===== config.mk =====
export PLATFORM = sky130hd
export DESIGN_NAME = brk_field_ctrl
export DESIGN_NICKNAME = d
export VERILOG_FILES = /design/src/rtl/brk_pkg.sv /design/src/rtl/brk_row_hp.sv /design/src/rtl/brk_field_ctrl.sv
export SDC_FILE = /design/constraint.sdc
export NUM_CORES = 1
export LEC_CHECK = 0
export BUFFER_PORTS_ARGS = -buffer_cell sky130_fd_sc_hd__buf_2
export CORE_ASPECT_RATIO = 0.6
export CORE_MARGIN = 4
export CORE_UTILIZATION = 60
export DETAILED_ROUTE_END_ITERATION = 8
export PLACE_DENSITY = 0.81
export SETUP_SLACK_MARGIN = 0.1
export SLEW_MARGIN = 5
export SYNTH_ARGS = -nofsm -noshare
export SYNTH_HDL_FRONTEND = slang
export SYNTH_SLANG_ARGS = --single-unit

===== constraint.sdc =====
create_clock -name clk -period 8 [get_ports clk]
set_input_delay 0 -clock clk [delete_from_list [all_inputs] [get_ports clk]]
set_output_delay 0 -clock clk [all_outputs]
set_load 0.01 [all_outputs]

===== src/rtl/brk_pkg.sv =====
// Shared types and width helpers for the Breakout brick-field controller.
package brk_pkg;

  typedef enum logic [1:0] {
    ST_IDLE   = 2'd0,
    ST_CLEAR  = 2'd1,
    ST_REFILL = 2'd2
  } brk_state_e;

  // Index width for n items, never below one bit.
  function automatic int unsigned idx_w(input int unsigned n);
    return (n <= 1) ? 1 : $clog2(n);
  endfunction

  // Largest value a hit-point counter of hp_w bits can hold.
  function automatic int unsigned hp_max(input int unsigned hp_w);
    return (1 << hp_w) - 1;
  endfunction

endpackage


===== src/rtl/brk_row_hp.sv =====
// One row of brick hit-point counters with bulk load and single-column decrement.
module brk_row_hp
  import brk_pkg::*;
#(
  parameter  int unsigned BRKS_PER_ROW = 8,
  parameter  int unsigned HP_W         = 2,
  localparam int unsigned CW           = idx_w(BRKS_PER_ROW)
) (
  input  logic                    clk,
  input  logic                    rst,
  input  logic                    load,
  input  logic [HP_W-1:0]         ld_val,
  input  logic                    dec,
  input  logic [CW-1:0]           col,
  output logic [BRKS_PER_ROW-1:0] alive,
  output logic                    empty,
  output logic                    hp_one
);

  logic [BRKS_PER_ROW-1:0][HP_W-1:0] hp;

  // HP counters: reset to one hit, load wins over decrement.
  always_ff @(posedge clk or posedge rst) begin
    if (rst) begin
      for (int c = 0; c < int'(BRKS_PER_ROW); c++) hp[c] <= HP_W'(1);
    end else if (load) begin
      for (int c = 0; c < int'(BRKS_PER_ROW); c++) hp[c] <= ld_val;
    end else if (dec) begin
      for (int c = 0; c < int'(BRKS_PER_ROW); c++)
        if (CW'(c) == col && hp[c] != '0) hp[c] <= hp[c] - HP_W'(1);
    end
  end

  // Alive mask, row-empty flag and "next hit kills" flag for the addressed column.
  always_comb begin
    alive  = '0;
    hp_one = 1'b0;
    for (int c = 0; c < int'(BRKS_PER_ROW); c++) begin
      alive[c] = |hp[c];
      if (CW'(c) == col) hp_one = (hp[c] == HP_W'(1));
    end
    empty = ~|alive;
  end

endmodule


===== src/rtl/brk_field_ctrl.sv =====
// Brick-field controller: hit arbitration, scoring, level advance and row-by-row refill.
module brk_field_ctrl
  import brk_pkg::*;
#(
  parameter  int unsigned NUM_ROWS     = 4,
  parameter  int unsigned BRKS_PER_ROW = 8,
  parameter  int unsigned HP_W         = 2,
  parameter  int unsigned ROW_PTS      = 1,
  parameter  int unsigned LVL_W        = 4,
  parameter  int unsigned CLEAR_DLY    = 16,
  localparam int unsigned RW           = idx_w(NUM_ROWS),
  localparam int unsigned CW           = idx_w(BRKS_PER_ROW),
  localparam int unsigned NB           = NUM_ROWS * BRKS_PER_ROW
) (
  input  logic                clk,
  input  logic                rst,
  input  logic                new_game,
  input  logic                hit_valid,
  input  logic [RW-1:0]       hit_row,
  input  logic [CW-1:0]       hit_col,
  output logic [NB-1:0]       brk_en,
  output logic                hit_ack,
  output logic                score_vld,
  output logic [7:0]          score_pts,
  output logic [NUM_ROWS-1:0] row_empty,
  output logic                field_empty,
  output logic [LVL_W-1:0]    level,
  output logic                busy
);

  localparam int unsigned HP_MAX_V = hp_max(HP_W);
  localparam int unsigned CNT_W    = idx_w(CLEAR_DLY);

  if (ROW_PTS * NUM_ROWS > 255) begin : g_pts_range
    $error("ROW_PTS*NUM_ROWS does not fit the 8-bit score");
  end

  brk_state_e                              state;
  logic [CNT_W-1:0]                        clr_cnt;
  logic [RW-1:0]                           ptr;
  logic [NUM_ROWS-1:0][BRKS_PER_ROW-1:0]   alive;
  logic [NUM_ROWS-1:0][BRKS_PER_ROW-1:0]   alive_after_c;
  logic [NUM_ROWS-1:0]                     row_one;
  logic [NUM_ROWS-1:0]                     row_load_c;
  logic [NUM_ROWS-1:0]                     row_dec_c;
  logic                                    in_range_c;
  logic                                    tgt_alive_c;
  logic                                    tgt_one_c;
  logic                                    accept_c;
  logic                                    last_c;
  logic [HP_W-1:0]                         ld_val_c;
  logic [LVL_W:0]                          lvl_inc_c;
  logic [7:0]                              kill_pts_c;

  for (genvar r = 0; r < NUM_ROWS; r++) begin : g_row
    brk_row_hp #(
      .BRKS_PER_ROW(BRKS_PER_ROW),
      .HP_W        (HP_W)
    ) u_row (
      .clk   (clk),
      .rst   (rst),
      .load  (row_load_c[r]),
      .ld_val(ld_val_c),
      .dec   (row_dec_c[r]),
      .col   (hit_col),
      .alive (alive[r]),
      .empty (row_empty[r]),
      .hp_one(row_one[r])
    );
  end

  assign brk_en      = alive;
  assign field_empty = ~|alive;

  // Hit qualification and the field state as it would be after this hit.
  always_comb begin
    in_range_c    = (32'(hit_row) < NUM_ROWS) && (32'(hit_col) < BRKS_PER_ROW);
    tgt_alive_c   = 1'b0;
    tgt_one_c     = 1'b0;
    alive_after_c = alive;
    if (in_range_c) begin
      tgt_alive_c                    = alive[hit_row][hit_col];
      tgt_one_c                      = row_one[hit_row];
      alive_after_c[hit_row][hit_col] = 1'b0;
    end
    accept_c   = hit_valid && !new_game && (state == ST_IDLE) && in_range_c && tgt_alive_c;
    last_c     = accept_c && tgt_one_c && (alive_after_c == '0);
    kill_pts_c = 8'(ROW_PTS * (NUM_ROWS - 32'(hit_row)));
  end

  // Refill value min(level+1, HP_MAX), plus per-row load and decrement strobes.
  always_comb begin
    lvl_inc_c = {1'b0, level} + (LVL_W + 1)'(1);
    ld_val_c  = (32'(lvl_inc_c) > HP_MAX_V) ? HP_W'(HP_MAX_V) : HP_W'(lvl_inc_c);
    for (int r = 0; r < int'(NUM_ROWS); r++) begin
      row_load_c[r] = (state == ST_REFILL) && !new_game && (ptr == RW'(r));
      row_dec_c[r]  = accept_c && (hit_row == RW'(r));
    end
  end

  // Control FSM with registered ack/score/busy and the level counter.
  always_ff @(posedge clk or posedge rst) begin
    if (rst) begin
      state     <= ST_IDLE;
      clr_cnt   <= '0;
      ptr       <= '0;
      level     <= '0;
      hit_ack   <= 1'b0;
      score_vld <= 1'b0;
      score_pts <= 8'd0;
      busy      <= 1'b0;
    end else begin
      hit_ack   <= accept_c;
      score_vld <= accept_c;
      score_pts <= accept_c ? (tgt_one_c ? kill_pts_c : 8'd1) : 8'd0;
      if (new_game) begin
        level   <= '0;
        state   <= ST_REFILL;
        ptr     <= '0;
        clr_cnt <= '0;
        busy    <= 1'b1;
      end else begin
        case (state)
          ST_IDLE: begin
            if (last_c) begin
              state   <= ST_CLEAR;
              clr_cnt <= '0;
              busy    <= 1'b1;
              if (level != '1) level <= level + LVL_W'(1);
            end
          end
          ST_CLEAR: begin
            if (clr_cnt == CNT_W'(CLEAR_DLY - 1)) begin
              state <= ST_REFILL;
              ptr   <= '0;
            end else begin
              clr_cnt <= clr_cnt + CNT_W'(1);
            end
          end
          ST_REFILL: begin
            if (ptr == RW'(NUM_ROWS - 1)) begin
              state <= ST_IDLE;
              busy  <= 1'b0;
            end else begin
              ptr <= ptr + RW'(1);
            end
          end
          default: begin
            state <= ST_IDLE;
            busy  <= 1'b0;
          end
        endcase
      end
    end
  end

endmodule


==> flow_summary.toml <==
[place]
dpl_worst_slack_ns = 4.61
hpwl_um = 14100
gp_routability_congestion = 1.05
port_buffers = 55
dp.cells = 874

[global_routing]
gr-total-overflow = 0
grt_pass1_wl_um = 30600
grt_pass1_vias = 5570
antenna_found_initial = 0
grt_usage = 0.317
grt_max_degree = 82

[yosys]
synth-compound-area-share = 0.125
synth_edf_count = 0
ys_types = 57
synth_top_area_frac = 0.191
ys.flop_type = "dfrtp_1"
synth_top_area_cell = "dfrtp_1"
synthCells = 720
synth.area.mux_share = 0.0971
yosysSeqAreaShare = 0.322
synth_xor_area_frac = 0.0436
ys_warn_count = 0
synth_top_cells_by_area = "dfrtp_1 (19%), ha_1 (15%), dfstp_2 (13%)"
ys_seq_elements = 81
synth_top_family_by_area = "simple AND/OR/NAND/NOR gates"
synth_fa_ha_area_frac = 0.146
async_flop_share = 1.00
syn_area_um2 = 6430
syn_area_per_cell_um2 = 8.93
synth_simple_gate_area_frac = 0.164

[route]
first_pass_iters = 7
ant_nets = 0
post-route-drc-count = 0
avgViaCountPerCell = 6.40
vias = 5698
wl_per_cell_um = 21.9
drtIter0Drc = 944
wl_um = 19500

[cells_and_area]
drive_gt1_frac = 0.202
nets = 835
final_common_cell = "inv_1"
final_cells = 891
layout_common_cells = "inv_1 (113), ha_1 (75), buf_2 (55)"
fillers = 805
antennaDiodeCount = 0
areaGrowthSynthToFinish_pct = 9.17

[clocking]
cts_buffers = 9
path_clk_slew_ns = 0.07
ctsRootBufferMaster = "clkbuf_16"
cts-resized-gates = 0
worstSkewPairLatency_ns = 0.35
cts.sinks = 81
ctsLongestPathBuffers = 2
cts_max_level = 3
cts_tree = "done"

[pwr]
power_density_nw_per_um2 = 171
power_leakage_nw = 3.07
peakVddDrop_uv = 126

[outcome]
run_status = "finished, violations left"
violations = "negative hold slack"

[worst_hold_path]
hold_class = "input port to async pin"

[die]
die_area_um2 = 12500
initial_utilization = 0.633
fp.dieH_um = 88.2
io_pins = 61
row_count = 28
core-area_um2 = 10200
die_w_um = 142

[timing]
setup_ws_ns = 4.57
max_freq_mhz = 291
slew_violations = 0
rsz0062_at_grt = "no"
timing_worst_slew_pin_value_ns = 1.06
period_minus_slack_ns = 3.43
finalClockSkew_ns = 0.00931
slew_headroom = 0.296
hold-worst-slack_ns = -0.0194
finalSetupViolCount = 0
fin_tns_setup_ns = 0
hold_viol = 21
finalCritPeriodShare = 0.429

[setup_path]
worst_ep_required_time_ns = 8.23
crit_type = "flip-flop to flip-flop"
cp_max_fo = 12
crit_path_end_kind = "flip-flop"
cp.arrival_ns = 3.66
critPathLaunchType = "flip-flop"

[run]
drv_cap = 0
==> stage by stage <==
step            util  total power, mW  instance area [µm²]  hold WS [ns]
2_1_floorplan      -            0.684                 6440         0.330
3_3_place_gp   0.660            0.753                 6700         0.307
3_5_place_dp   0.660            0.770                 6700         0.325
4_1_cts        0.691             1.20                 7020        0.0181
5_1_grt        0.691             1.26                 7020        0.0705
6_report       0.691             1.20                 7020       -0.0194
==> Yosys cell counts (27+ instances only) <==
cell and count:
ha_1 75, nand2_1 36, xnor2_1 32, nor2_1 46
o21ai_0 36, dfstp_2 32, nand4_1 43, a21oi_1 50
nand3_1 30, dfrtp_1 49, inv_1 114, mux2_2 27
==> state kept, by name, indices dropped and copies added, names as in the netlist <==
register        flops
level               4
g_row.u_row.hp     64
clr_cnt             4
score_vld           1
ptr                 2
busy                1
state               2
score_pts           3
==> cells by family (layout without fill, tap and decap cells) <==
group / Yosys count / after routing
fa+ha+maj: 75 / 75
mux: 44 / 44
flops: 81 / 81
compound gates: 131 / 131
simple gates: 199 / 199
other cells: 1 / 5
buf+inv: 157 / 189
xor+xnor: 32 / 32
==> power breakdown <==
| group | total (mW) | switching, mW | internal [mW] |
|---|---|---|---|
| registers | 0.476 | 0.0221 | 0.454 |
| logic | 0.295 | 0.186 | 0.108 |
| clock network | 0.433 | 0.180 | 0.253 |
| total | 1.20 | 0.389 | 0.815 |
==> worst paths after layout <==
| check | startpoint | endpoint | slack, ns | cells past startpoint |
|---|---|---|---|---|
| min in group clk | hit_row[1] | score_pts[0]$_DFF_PP0_ | 0.17 | 3 |
| min reg2reg | busy$_DFFE_PP0P_ | busy$_DFFE_PP0P_ | 0.51 | 2 |
| max | g_row[3].u_row.hp[4]$_DFFE_PP1P_ | level[1]$_DFFE_PP0P_ | 4.57 | 8 |
| max in group asynchronous | rst | g_row[2].u_row.hp[7]$_DFFE_PP0P_ | 7.33 | 3 |
| min | rst | g_row[3].u_row.hp[3]$_DFFE_PP0P_ | -0.02 | 3 |
| max reg2reg | g_row[3].u_row.hp[4]$_DFFE_PP1P_ | level[1]$_DFFE_PP0P_ | 4.57 | 8 |
==> worst max-delay path: stages, from the launching register on <==
cell and delay, ns:
dfstp_2 0.53, inv_1 0.06, ha_1 0.35, mux4_2 0.53, a211o_1 0.35, o32ai_4 0.13
nand4_1 0.52, or2_1 0.49, o311a_1 0.35
==> layer usage <==
metal  GRT usage  part of all wire  wire, µm  vias to the layer above
li1            -                 -         -                     2539
met1       0.459              0.43      8450                     2775
met2       0.491              0.44      8650                      348
met3      0.0747              0.11      2130                       36
met4      0.0645             0.015       284                        0
met5           0                 0         0                        -
==> layout make-up <==
class,instances,area [µm²],share of cell area
Inverter,114,429,0.0612
Clock buffer,11,243,0.0346
Multi-Input combinational cell,486,3740,0.533
Tap cell,135,169,0.0241
Sequential cell,81,2070,0.295
Clock inverter,5,63.8,0.00909
Timing Repair Buffer,59,308,0.0439
==> what timing repair did <==
action / CTS / global route
hold buffers: 1 / 0
endpoints found under the hold margin: 4 / 0
buffers inserted: 0 / 0
No activity file was read; power rests on OpenSTA's default activity.
